==> src/rtl/pe_pkg.sv <==
// Shared widths and mode encodings for the processing-element family.
package pe_pkg;
  localparam int PE_DATA_W   = 8;
  localparam int PE_ACC_W    = 16;
  localparam int PE_UNSIGNED = 0;
  localparam int PE_SIGNED   = 1;
  localparam int PE_WRAP     = 0;
  localparam int PE_SATURATE = 1;
endpackage

==> src/rtl/pe_sat_add.sv <==
// Extends a product to accumulator width and adds it to a partial sum, wrapping or clamping.
module pe_sat_add
  import pe_pkg::*;
#(
  parameter int ACC_W  = PE_ACC_W,
  parameter int PROD_W = 2 * PE_DATA_W,
  parameter int SIGNED = PE_UNSIGNED,
  parameter int SAT    = PE_WRAP
) (
  input  logic [PROD_W-1:0] prod_i,
  input  logic [ACC_W-1:0]  psum_i,
  output logic [ACC_W-1:0]  sum_o
);

  logic [ACC_W-1:0] prod_ext;
  logic [ACC_W:0]   raw;
  logic             ovf_u;
  logic             ovf_s;

  always_comb begin
    if (SIGNED == PE_SIGNED) prod_ext = ACC_W'($signed(prod_i));
    else                     prod_ext = ACC_W'(prod_i);
    raw   = {1'b0, psum_i} + {1'b0, prod_ext};
    ovf_u = raw[ACC_W];
    // signed overflow: operands agree in sign but the result does not
    ovf_s = (psum_i[ACC_W-1] == prod_ext[ACC_W-1]) && (raw[ACC_W-1] != psum_i[ACC_W-1]);
    sum_o = raw[ACC_W-1:0];
    if (SAT == PE_SATURATE) begin
      if (SIGNED == PE_SIGNED) begin
        if (ovf_s) sum_o = psum_i[ACC_W-1] ? {1'b1, {(ACC_W-1){1'b0}}} : {1'b0, {(ACC_W-1){1'b1}}};
      end else if (ovf_u) begin
        sum_o = '1;
      end
    end
  end

endmodule

==> src/rtl/pe_db.sv <==
// Systolic processing element with double-buffered weight and a 2-stage multiply-accumulate.
module pe_db
  import pe_pkg::*;
#(
  parameter int DATA_W = PE_DATA_W,
  parameter int ACC_W  = PE_ACC_W,
  parameter int SIGNED = PE_UNSIGNED,
  parameter int SAT    = PE_WRAP
) (
  input  logic              clk,
  input  logic              rst,
  input  logic              active,
  input  logic [DATA_W-1:0] datain,
  input  logic [ACC_W-1:0]  sumin,
  input  logic [DATA_W-1:0] win,
  input  logic              wwrite,
  input  logic              wswap,
  output logic [DATA_W-1:0] dataout,
  output logic              activeout,
  output logic [DATA_W-1:0] wout,
  output logic              wwriteout,
  output logic              wswapout,
  output logic [ACC_W-1:0]  maccout,
  output logic              macvalid
);

  localparam int PROD_W = 2 * DATA_W;

  if (ACC_W < PROD_W) begin : g_acc_w_check
    $error("pe_db: ACC_W must be at least 2*DATA_W");
  end

  logic [DATA_W-1:0] shadow_q, work_q, dataout_q, wout_q;
  logic [PROD_W-1:0] prod_q, prod_d;
  logic [ACC_W-1:0]  psum_q, macc_q, macc_d;
  logic              v1_q, activeout_q, wwriteout_q, wswapout_q, macvalid_q;

  always_comb begin
    if (SIGNED == PE_SIGNED)
      prod_d = $signed(PROD_W'($signed(datain))) * $signed(PROD_W'($signed(work_q)));
    else
      prod_d = PROD_W'(datain) * PROD_W'(work_q);
  end

  pe_sat_add #(
    .ACC_W (ACC_W),
    .PROD_W(PROD_W),
    .SIGNED(SIGNED),
    .SAT   (SAT)
  ) u_sat_add (
    .prod_i(prod_q),
    .psum_i(psum_q),
    .sum_o (macc_d)
  );

  always_ff @(posedge clk) begin
    if (rst) begin
      shadow_q    <= '0;
      work_q      <= '0;
      wout_q      <= '0;
      prod_q      <= '0;
      psum_q      <= '0;
      v1_q        <= 1'b0;
      dataout_q   <= '0;
      activeout_q <= 1'b0;
      wwriteout_q <= 1'b0;
      wswapout_q  <= 1'b0;
      macc_q      <= '0;
      macvalid_q  <= 1'b0;
    end else begin
      dataout_q   <= datain;
      activeout_q <= active;
      wwriteout_q <= wwrite;
      wswapout_q  <= wswap;
      if (wwrite) begin
        shadow_q <= win;
        wout_q   <= win;
      end
      // swap takes the pre-edge shadow, so a same-cycle write lands only in shadow
      if (wswap) work_q <= shadow_q;
      v1_q <= active;
      if (active) begin
        prod_q <= prod_d;
        psum_q <= sumin;
      end
      macvalid_q <= v1_q;
      if (v1_q) macc_q <= macc_d;
    end
  end

  assign dataout   = dataout_q;
  assign activeout = activeout_q;
  assign wout      = wout_q;
  assign wwriteout = wwriteout_q;
  assign wswapout  = wswapout_q;
  assign maccout   = macc_q;
  assign macvalid  = macvalid_q;

endmodule

==> config.mk <==
export PLATFORM = sky130hd
export DESIGN_NAME = pe_db
export DESIGN_NICKNAME = d
export VERILOG_FILES = /design/src/rtl/pe_pkg.sv /design/src/rtl/pe_sat_add.sv /design/src/rtl/pe_db.sv
export SDC_FILE = /design/constraint.sdc
export NUM_CORES = 1
export LEC_CHECK = 0
export CAP_MARGIN = 10
export CELL_PAD_IN_SITES_DETAIL_PLACEMENT = 0
export CELL_PAD_IN_SITES_GLOBAL_PLACEMENT = 1
export CORE_ASPECT_RATIO = 2
export CORE_MARGIN = 1
export CORE_UTILIZATION = 35
export DETAILED_ROUTE_END_ITERATION = 16
export HOLD_SLACK_MARGIN = 0.03
export PLACE_DENSITY = 0.76
export SLEW_MARGIN = 20
export SYNTH_ARGS = -nofsm -noshare
export SYNTH_HDL_FRONTEND = slang
export SYNTH_SLANG_ARGS = --single-unit
==> constraint.sdc <==
create_clock -name clk -period 12.3 [get_ports clk]
set_clock_uncertainty 0.1 [all_clocks]
set_input_delay 3.075 -clock clk [delete_from_list [all_inputs] [get_ports clk]]
set_output_delay 3.075 -clock clk [all_outputs]
set_load 0.1 [all_outputs]
Word level (Yosys, flattened, before mapping)
Index checks and enable logic that the tools add are counted.

cells by class
  $add $sub $neg = 1
  $mul = 1
  div/mod/pow operators = 0
  order comparisons = 0
  eq/ne operators = 0
  shifts and indexed selects = 0
  multiplexer cells = 0
  bitwise logic cells = 0
  reduce and logical (&&, ||, !) cells = 0

operators by type and width
  kind                                          count
  16-bit adder                                  1
  8-bit by 8-bit multiplier with 16-bit output  1

storage, ports and cells
  register bits after elaboration = 76
  latch bits = 0
  bits in writable memories = 0
  ROM bits = 0
  input bits = 37
  logic and storage cells = 12
  memories = 0

Logic depth before layout (Yosys ltp)
Gate-level depths: netlist of the first run.

  word-level depth = 1
  mapped depth = 15

By module
Synthesis of the first run repeated with hierarchy kept, for this count alone.

second synthesis, totals
  cells, all modules = 593
  area, all modules = 5487.8 sq um

by module, submodules not included
  module      times used  cells an instance  area an instance (sq um)  sequential area each (sq um)
  pe_db       1           489                4682.0                    1521.5
  pe_sat_add  1           104                805.8                     0.0

Worst setup path before layout of the first run
OpenSTA, ideal clock, no wires.

  kind = input -> register
  start = in datain[1]
  end = reg prod_q[15]
  setup time = 0.091 ns
  data arrival time = 6.686 ns
  data required time = 12.109 ns
  slack = 5.423 ns
  stages on the path = 13
  path buffers = 0
  path through = and2_1 > fa_1 > fa_1 > inv_1 > fa_1 > fa_1 > inv_1 > ha_1 > o21a_1 > o31ai_4 > a2111oi_0 > or4_1 > a311oi_1

between the ends
  cells in the longest elaborated chain, start to end = 1

ends and longest elaborated chain
  item                                          RTL line     RTL
  start, declared                               pe_db.sv:13  input logic [DATA_W-1:0] datain,
  8-bit by 8-bit multiplier with 16-bit output  pe_db.sv:42  prod_d = PROD_W'(datain) * PROD_W'(work_q);
  end signal, assigned                          pe_db.sv:83  prod_q <= prod_d;
  end, declared                                 pe_db.sv:34  logic [PROD_W-1:0] prod_q, prod_d;

Every way passes these cells.
A chain may end at the register's enable or synchronous reset.

Worst setup path in the final report of the first run
  start = in datain[5]
  end = reg prod_q[15]

The elaborated chain is that of the path after synthesis.

==> results of run 1 <==
==> placed cells by master, fill, tap and decap left out, types with 8 or more instances in the layout <==
master            n
a21oi_1          16
o21ai_0          18
nor2b_1          13
ha_1             51
a211oi_1          8
and2_1           49
nor2_1           56
nand3_1          12
nand2b_1          9
nand2_1          33
nand4_1           9
inv_1            68
clkbuf_16         9
clkdlybuf4s50_1  70
fa_1             37
mux2i_1          42
dfxtp_1          76
==> path summary, 6_finish.rpt <==
check,endpoint,depth (start not counted),slack (ns)
setup / recovery,prod_q[15]$_SDFFE_PP0P_,15,4.73
hold / removal,maccout[6]$_SDFFE_PP0P_,2,0.37
setup reg to reg,prod_q[15]$_SDFFE_PP0P_,14,7.59
hold reg to reg,maccout[6]$_SDFFE_PP0P_,2,0.37
==> routing by layer <==
layer | part of all wire (%) | vias up
met5 | 0 | -
met4 | 4.6 | 0
met3 | 2.6 | 37
met2 | 55 | 98
met1 | 38 | 2148
li1 | - | 2221
==> power by group through the flow <==
| stage | clock network (mW) | logic (mW) | registers [mW] |
|---|---|---|---|
| after floorplan | 0 | 0.0650 | 0.312 |
| after detailed placement | 0 | 0.147 | 0.273 |
| after global routing | 0.278 | 0.160 | 0.269 |
| final | 0.261 | 0.147 | 0.267 |
| after CTS | 0.267 | 0.148 | 0.268 |
| after global placement | 0 | 0.145 | 0.273 |
==> worst register-to-register path: cells and delay by family, from the launching register on <==
family	cells	cell delay [ns]
buf+inv	3	0.14
compound gates	5	1.33
simple gates	1	0.14
fa+ha+maj	5	2.39
flops	1	0.52
==> cell type report <==
class                   count  area share (%)
clock inverters             6           0.970
well taps                 198            3.69
clock buffers               9            3.36
inverters                  68            3.80
repair buffers             75            10.9
multi-input cells         446            54.6
flip-flops and latches     76            22.7
==> flip-flops by register name, summed over array words and instances (netlist names) <==
register	flops
activeout	1
prod_q	16
maccout	16
work_q	8
wwriteout	1
wswapout	1
dataout	8
psum_q	16
macvalid	1
wout	8
==> through the flow <==
stage               std cells  util [%]  setup WS [ns]
floorplan                 613         -           5.42
global placement          863      41.7           4.54
detailed placement        863      41.7           4.35
CTS                       878      43.6           4.69
global route              878      43.6           4.45
finish                    878      43.6           4.73
==> kinds of logic after synthesis <==
group	synth area share [%]
muxes	7.60
buffers and inverters	6.27
AOI/OAI and AO/OA	11.7
xor gates and xnor gates	1.27
and+or+nand+nor	20.7
adders and majority gates	24.9
DFF	27.5
==> impl_metrics.env, run 1 <==
export IMPL_hp_class="register to register"
export IMPL_synth_seq_cells=76
export IMPL_rsz0062_at_grt="false"
export IMPL_fmax_mhz=132
export IMPL_cp_required_ns=12.43
export IMPL_design_area_sq_um=6710
export IMPL_syn_area_per_cell_sq_um=9.02
export IMPL_area_growth_pct=21.3
export IMPL_drive_above_1_share_pct=4.12
export IMPL_cap_violations=0
export IMPL_timing_final_crit_period_ns=7.57
export IMPL_ys_warn_count=0
export IMPL_synth_edf_count=0
export IMPL_wl_microns=12800
export IMPL_die_x_microns=90.9
export IMPL_netSwitchingPower_mw=0.209
export IMPL_p_clk_share_pct=38.6
export IMPL_p_leak_nw=2.98
export IMPL_grt_pass1_vias=4684
export IMPL_diodes=0
export IMPL_holdWs_ns=0.370
export IMPL_hp_start="maccout[6]$_SDFFE_PP0P_"
export IMPL_synth_area_sq_um=5530
export IMPL_p_sw_share_pct=30.9
export IMPL_syn_nets=738
export IMPL_regArea_sq_um=1520
export IMPL_clock_path_buffers=2
export IMPL_fp_dieH_microns=180
export IMPL_max_stage_delay_ns=0.64
export IMPL_critPathKind="input pin to register"
export IMPL_first_iter_violations=171
export IMPL_setup_tns_ns=0
export IMPL_via_per_inst=5.13
export IMPL_synth_top_area_share_pct=27.5
export IMPL_timing_rr_start="work_q[2]$_SDFFE_PP0P_"
export IMPL_ir_drop_mv=0.0578
export IMPL_vias=4504
export IMPL_path_delay_family="adder cells"
export IMPL_coreArea_sq_um=15400
export IMPL_multi_input_area_sq_um=3660
export IMPL_critPathLaunchType="input pin"
export IMPL_grt_busiest_layer="met2"
export IMPL_clk_latency_ns=0.33
export IMPL_htree_levels=3
export IMPL_yosysSeqAreaShare_pct=27.5
export IMPL_antenna_found_initial=0
export IMPL_ctsResizeCount=0
export IMPL_cts_hold_buf=0
export IMPL_start_util_pct=36.0
export IMPL_synthTopCellsByCount="76 x dfxtp_1, 68 x inv_1, 56 x nor2_1"
export IMPL_status="complete, no violations"
export IMPL_cts_sinks=76
export IMPL_slew_violations=0
export IMPL_ys_top_cells_by_area="dfxtp_1 28%, fa_1 13%, ha_1 12%, mux2i_1 7.6%, and2_1 5.5%"
export IMPL_synth_top_area_cell="dfxtp_1"
export IMPL_grt_start_max_net_pins=81
export IMPL_endpoint_kind="register"
export IMPL_first_pass_iters=4
export IMPL_grt_pass1_wl_microns=21600
export IMPL_slew_headroom_pct=34.3
export IMPL_met2_usage_pct=31.9
export IMPL_postCtsSetupRepairBufs=0
export IMPL_fill_cells=1551
export IMPL_track_usage_pct=16.3
export IMPL_dpl_hpwl_microns=10100
export IMPL_hold_violations=0
export IMPL_grt_overflow=0
export IMPL_cts_tree="built"
export IMPL_power_density_nw_per_um2=101
export IMPL_syn_inst=613
export IMPL_clk_pin_slew_ns=0.05
export IMPL_cts_root_buf="clkbuf_16"
export IMPL_crit_chain="clkdlybuf4s50_1 > nand2_1 > fa_1 > fa_1 > inv_1 > fa_1 > inv_1 > fa_1 > inv_1 > ha_1 > o21a_1 > o31ai_4 > a2111oi_0 > o31ai_1 > a311oi_1"
export IMPL_arrival_ns=7.70
export IMPL_pin_count=73
export IMPL_met3_usage_pct=2.33
export IMPL_synth_cell_types=53
export IMPL_critPathMostFrequentCell="fa_1"
export IMPL_placed_area_sq_um=6420
export IMPL_gp_congestion=0.899
export IMPL_layout_nets=801
export IMPL_critPathMaxFanout=9
export IMPL_ys_flop_type="dfxtp_1"
export IMPL_critPathLaunch="datain[5]"
export IMPL_slowest_stage="clkdlybuf4s50_1"
export IMPL_numCtsBuffers=9
export IMPL_setup_violations=0
export IMPL_yosysMostFrequentCell="dfxtp_1"
export IMPL_path_buf_inv=4
export IMPL_combinationalPowerShare_pct=21.8
export IMPL_wl_per_cell_microns=14.5
export IMPL_ant_nets=0
export IMPL_row_count=64
export IMPL_fin_crit_sh_pct=61.6
export IMPL_use_met1_pct=15.9
export IMPL_total_power_mw=0.675
export IMPL_worst_slew_pin_slew_ns=0.983
export IMPL_p_seq_share_pct=39.6
export IMPL_drc=0
export IMPL_p_int_mw=0.466
export IMPL_die_area_sq_um=16300
export IMPL_ys_async_sr_fraction_pct=0
export IMPL_port_buffers=72
Power figures use the tool's default switching activity.
==> run 2, diff against run 1 <==
--- a/config.mk
+++ b/config.mk
@@ -13,7 +13,7 @@
 export CORE_UTILIZATION = 35
 export DETAILED_ROUTE_END_ITERATION = 16
 export HOLD_SLACK_MARGIN = 0.03
-export PLACE_DENSITY = 0.76
+export PLACE_DENSITY = 0.79
 export SLEW_MARGIN = 20
 export SYNTH_ARGS = -nofsm -noshare
 export SYNTH_HDL_FRONTEND = slang
==> constraint.sdc (replaced) <==
create_clock -name clk -period 6.8 [get_ports clk]
set_clock_uncertainty 0.1 [all_clocks]
set_input_delay 1.7 -clock clk [delete_from_list [all_inputs] [get_ports clk]]
set_output_delay 1.7 -clock clk [all_outputs]
set_load 0.1 [all_outputs]
==> run 2 against run 1 <==
Non-clock buffer count unchanged. Global-route usage decreased by 0.20 points. Combinational power is 81% higher. Final cell count rose by 0.11%. Sequential power up 81%. Core utilization increased by 0.14 points. Hold slack about the same. Total power increased by 84%. Cell area is 0.32% higher. Sequential cell count did not move. Critical path type unchanged. Largest power group is now the clock network. Highest routed layer unchanged.
==> impl_metrics.env, run 2 (same netlist as run 1, synthesis figures left out) <==
export IMPL_wl_microns=12800
export IMPL_drive_above_1_share_pct=4.26
export IMPL_setup_tns_ns=0
export IMPL_row_count=64
export IMPL_worst_slack_ns=0.688
export IMPL_wl_per_cell_microns=14.6
export IMPL_endpoint_kind="register"
export IMPL_cap_violations=0
export IMPL_via_per_inst=5.11
export IMPL_fmax_mhz=164
export IMPL_min_to="maccout[4]$_SDFFE_PP0P_"
export IMPL_mostFrequentLayoutCell="dfxtp_1"
export IMPL_fin_crit_sh_pct=89.9
export IMPL_postCtsSetupRepairBufs=0
export IMPL_track_usage_pct=16.1
export IMPL_setup_violations=0
export IMPL_critPathMostFrequentCell="fa_1"
export IMPL_cp_required_ns=6.94
export IMPL_holdWs_ns=0.370
export IMPL_r2r_setup_slack_ns=2.20
export IMPL_power_density_nw_per_um2=185
export IMPL_critPathLaunchType="input pin"
export IMPL_first_iter_violations=135
export IMPL_cts_root_buf="clkbuf_16"
export IMPL_worst_slew_pin_slew_ns=0.992
export IMPL_hp_class="register to register"
export IMPL_pin_count=73
export IMPL_total_power_mw=1.24
export IMPL_grt_pass1_wl_microns=21100
export IMPL_antenna_found_initial=0
export IMPL_port_buffers=72
export IMPL_area_growth_pct=21.7
export IMPL_ir_drop_mv=0.137
export IMPL_layout_nets=801
export IMPL_max_stage_delay_ns=0.66
export IMPL_cts_hold_buf=0
export IMPL_hp_start="maccout[4]$_SDFFE_PP0P_"
export IMPL_fp_dieH_microns=180
export IMPL_crit_chain="clkdlybuf4s50_1 > nand2_1 > fa_1 > fa_1 > inv_1 > fa_1 > inv_1 > fa_1 > inv_1 > ha_1 > o21a_1 > o31ai_4 > a2111oi_0 > o31ai_1 > a311oi_1"
export IMPL_slew_headroom_pct=33.7
export IMPL_cts_sinks=76
export IMPL_ctsResizeCount=0
export IMPL_clock_path_buffers=2
export IMPL_start_util_pct=36.0
export IMPL_dpl_hpwl_microns=10100
export IMPL_slowest_stage="clkdlybuf4s50_1"
export IMPL_pre_cts_ws_ns=0.376
export IMPL_htree_levels=3
export IMPL_fill_cells=1504
export IMPL_slew_violations=0
export IMPL_vias=4492
export IMPL_gp_congestion=0.907
export IMPL_layout_common_cells="76 x dfxtp_1, 70 x clkdlybuf4s50_1, 68 x inv_1, 56 x nor2_1, 51 x ha_1"
export IMPL_die_x_microns=90.9
export IMPL_cts_tree="built"
export IMPL_r2r_cells=14
export IMPL_min_path_cells=2
export IMPL_stdcell_count=879
export IMPL_die_area_sq_um=16300
export IMPL_numCtsBuffers=9
export IMPL_arrival_ns=6.25
export IMPL_clk_pin_slew_ns=0.06
export IMPL_timing_rr_start="work_q[3]$_SDFFE_PP0P_"
export IMPL_clk_latency_ns=0.34
export IMPL_hold_violations=0
export IMPL_critPathKind="input pin to register"
export IMPL_first_pass_iters=6
export IMPL_timing_final_crit_period_ns=6.11
export IMPL_coreArea_sq_um=15400
export IMPL_ant_nets=0
export IMPL_diodes=0
export IMPL_grt_pass1_vias=4627
export IMPL_drc=0
export IMPL_r2r_end="prod_q[15]$_SDFFE_PP0P_"
export IMPL_p_leak_nw=2.98
export IMPL_post_place_cells=863
export IMPL_grt_overflow=0
export IMPL_critPathMaxFanout=9
export IMPL_rsz0062_at_grt="false"
export IMPL_status="complete, no violations"
export IMPL_grt_start_max_net_pins=81
==> run 2: how the worst max path moves through the flow <==
stage / startpoint / to / slack, ns / cells past startpoint
final: datain[4] / prod_q[15]$_SDFFE_PP0P_ / 0.69 / 15
after global routing: datain[5] / prod_q[15]$_SDFFE_PP0P_ / 0.52 / 15
after CTS: datain[4] / prod_q[15]$_SDFFE_PP0P_ / 0.70 / 15
after detailed placement: datain[4] / prod_q[15]$_SDFFE_PP0P_ / 0.38 / 15
after global placement: datain[5] / prod_q[15]$_SDFFE_PP0P_ / 0.50 / 15
after floorplan: datain[1] / prod_q[15]$_SDFFE_PP0P_ / 1.30 / 13
==> run 2: per-layer routing <==
metal | vias to the layer above | GRT usage (%) | routed length [microns]
met5 | - | 0 | 0
met4 | 0 | 11.9 | 817
met3 | 57 | 2.41 | 329
met2 | 131 | 30.0 | 6840
met1 | 2089 | 15.7 | 4810
li1 | 2215 | - | -
==> run 2: cell type report <==
class / instances / area [sq um] / share of cell area (%)
Multi-Input combinational cell: 446 / 3660 / 54.4
Sequential cell: 76 / 1520 / 22.6
Timing Repair Buffer: 75 / 733 / 10.9
Inverter: 68 / 255 / 3.79
Tap cell: 198 / 248 / 3.68
Clock buffer: 10 / 239 / 3.55
Clock inverter: 6 / 72.6 / 1.08
==> run 2: worst max-delay path: cells and delay by family <==
family | cells | cell delay [ns]
AO/OA/AOI/OAI | 5 | 1.21
buffers and inverters | 4 | 0.80
adder cells (fa/ha/maj) | 5 | 2.38
AND/OR/NAND/NOR | 1 | 0.13
==> run 2: report_power, final <==
part	total, mW	switching (mW)	internal [mW]	leakage, nW
registers	0.484	0.0159	0.468	0.623
logic	0.266	0.173	0.0926	2.21
clock network	0.495	0.198	0.297	0.143
total	1.24	0.387	0.858	2.98
==> run 2: stage by stage <==
stage / instance area [sq um] / util [%]
floorplan: 5530 / -
global placement: 6420 / 41.7
detailed placement: 6420 / 41.7
CTS: 6730 / 43.8
global route: 6730 / 43.8
finish: 6730 / 43.8
==> run 3, diff against run 2 <==
--- a/config.mk
+++ b/config.mk
@@ -11,6 +11,7 @@
 export CORE_ASPECT_RATIO = 2
 export CORE_MARGIN = 1
 export CORE_UTILIZATION = 35
+export CTS_BUF_LIST = sky130_fd_sc_hd__clkbuf_2
 export DETAILED_ROUTE_END_ITERATION = 16
 export HOLD_SLACK_MARGIN = 0.03
 export PLACE_DENSITY = 0.79
==> run 3 against run 2 <==
Total power is 19% lower. Hold slack better by 0.015 ns. Clock-buffer cell count is 1 lower. Register-to-register slack worse by 0.07 ns. Clock power decreased by 47%. Largest cell class unchanged. Maximum frequency grew 3.7%. Global-route usage barely moved. Via count down 0.11%.
==> impl_metrics.env, run 3 (same netlist as run 1, synthesis figures left out) <==
export IMPL_die_area_sq_um=16300
export IMPL_cts_root_buf="clkbuf_2"
export IMPL_grt_overflow=0
export IMPL_area_growth_pct=18.3
export IMPL_critPathMaxFanout=9
export IMPL_power_density_nw_per_um2=155
export IMPL_cts_hold_buf=0
export IMPL_slew_headroom_pct=33.7
export IMPL_htree_levels=3
export IMPL_r2r_cells=14
export IMPL_timing_final_crit_period_ns=5.89
export IMPL_p_int_mw=0.647
export IMPL_status="complete, no violations"
export IMPL_critPathKind="input pin to register"
export IMPL_worst_slew_pin_slew_ns=0.992
export IMPL_total_power_mw=1.01
export IMPL_vias=4487
export IMPL_r2r_setup_slack_ns=2.13
export IMPL_setup_tns_ns=0
export IMPL_layout_common_cells="76 x dfxtp_1, 70 x clkdlybuf4s50_1, 68 x inv_1, 56 x nor2_1, 51 x ha_1"
export IMPL_min_to="maccout[4]$_SDFFE_PP0P_"
export IMPL_netSwitchingPower_mw=0.366
export IMPL_rsz0062_at_grt="false"
export IMPL_regArea_sq_um=1520
export IMPL_wl_per_cell_microns=14.5
export IMPL_cts_tree="built"
export IMPL_slew_violations=0
export IMPL_ir_drop_mv=0.134
export IMPL_layout_nets=801
export IMPL_cts_sinks=76
export IMPL_ant_nets=0
export IMPL_combinationalPowerShare_pct=26.2
export IMPL_via_per_inst=5.10
export IMPL_die_x_microns=90.9
export IMPL_endpoint_kind="register"
export IMPL_met2_usage_pct=30.5
export IMPL_drc=0
export IMPL_postCtsSetupRepairBufs=0
export IMPL_holdWs_ns=0.385
export IMPL_fmax_mhz=170
export IMPL_grt_start_max_net_pins=81
export IMPL_critPathLaunchType="input pin"
export IMPL_gp_congestion=0.907
export IMPL_fin_crit_sh_pct=86.7
export IMPL_ctsResizeCount=0
export IMPL_timing_rr_start="work_q[3]$_SDFFE_PP0P_"
export IMPL_wl_microns=12800
export IMPL_met3_usage_pct=2.62
export IMPL_setup_violations=0
export IMPL_use_met1_pct=15.8
export IMPL_grt_pass1_wl_microns=21200
export IMPL_row_count=64
export IMPL_first_pass_iters=4
export IMPL_track_usage_pct=16.1
export IMPL_pin_count=73
export IMPL_stdcell_count=880
export IMPL_hp_class="register to register"
export IMPL_fill_cells=1529
export IMPL_grt_busiest_layer="met2"
export IMPL_port_buffers=72
export IMPL_cap_violations=0
export IMPL_antenna_found_initial=1
export IMPL_p_sw_share_pct=36.1
export IMPL_drive_above_1_share_pct=4.11
export IMPL_multi_input_area_sq_um=3660
export IMPL_arrival_ns=6.24
export IMPL_r2r_end="prod_q[15]$_SDFFE_PP0P_"
export IMPL_clock_path_buffers=2
export IMPL_mostFrequentLayoutCell="dfxtp_1"
export IMPL_p_seq_share_pct=47.8
export IMPL_clk_latency_ns=0.54
export IMPL_min_path_cells=2
export IMPL_fp_dieH_microns=180
export IMPL_grt_pass1_vias=4618
export IMPL_start_util_pct=36.0
export IMPL_cp_required_ns=7.15
export IMPL_p_leak_nw=2.90
export IMPL_hp_start="maccout[4]$_SDFFE_PP0P_"
export IMPL_dpl_hpwl_microns=10100
export IMPL_numCtsBuffers=9
export IMPL_post_place_cells=863
export IMPL_first_iter_violations=202
export IMPL_clk_pin_slew_ns=0.21
export IMPL_final_util_pct=42.6
export IMPL_coreArea_sq_um=15400
export IMPL_p_clk_share_pct=25.9
export IMPL_hold_violations=0
[run 3: cell count changes in the layout (fill, tap and decap cells not counted), sizes merged]
cell    before  now
clkinv       1    2
clkbuf      10    9
diode        0    1
[run 3: area by class of cell]
class,instances,area share [%]
antenna,1,0.0382
clock buffer,9,0.688
clock inverter,7,1.17
inverter,68,3.90
multi-input combinational,446,56.0
sequential,76,23.3
tap,198,3.79
timing repair buffer,75,11.2
[run 3: critical path: stages]
cell             delay (ns)
clkdlybuf4s50_1        0.65
nand2_1                0.13
fa_1                   0.51
fa_1                   0.55
inv_1                  0.05
fa_1                   0.47
inv_1                  0.05
fa_1                   0.52
inv_1                  0.04
ha_1                   0.33
o21a_1                 0.19
o31ai_4                0.11
a2111oi_0              0.55
o31ai_1                0.12
a311oi_1               0.25
[run 3: layer usage]
metal | share of wire (%) | vias to the layer above
li1 | - | 2212
met1 | 38 | 2104
met2 | 54 | 120
met3 | 2.7 | 51
met4 | 5.5 | 0
met5 | 0 | -
[run 3: worst max-delay path by stage]
stage,startpoint,endpoint,slack [ns],cells after the start
2_1_floorplan,datain[1],prod_q[15]$_SDFFE_PP0P_,1.30,13
3_3_place_gp,datain[5],prod_q[15]$_SDFFE_PP0P_,0.50,15
3_5_place_dp,datain[4],prod_q[15]$_SDFFE_PP0P_,0.38,15
4_1_cts,datain[4],prod_q[15]$_SDFFE_PP0P_,0.96,15
5_1_grt,datain[5],prod_q[15]$_SDFFE_PP0P_,0.79,15
6_report,datain[4],prod_q[15]$_SDFFE_PP0P_,0.91,15
[run 3: metrics by stage]
stage / worst slack [ns] / instance area, sq um
CTS: 0.961 / 6540
global placement: 0.501 / 6420
detailed placement: 0.376 / 6420
floorplan: 1.30 / 5530
finish: 0.907 / 6540
global route: 0.793 / 6540
[run 3: power groups by stage]
| stage | combinational, mW | clock, mW | sequential, mW |
|---|---|---|---|
| final | 0.266 | 0.263 | 0.485 |
| after global routing | 0.290 | 0.294 | 0.488 |
| after CTS | 0.268 | 0.277 | 0.485 |
| after detailed placement | 0.267 | 0 | 0.494 |
| after global placement | 0.262 | 0 | 0.493 |
| after floorplan | 0.118 | 0 | 0.565 |
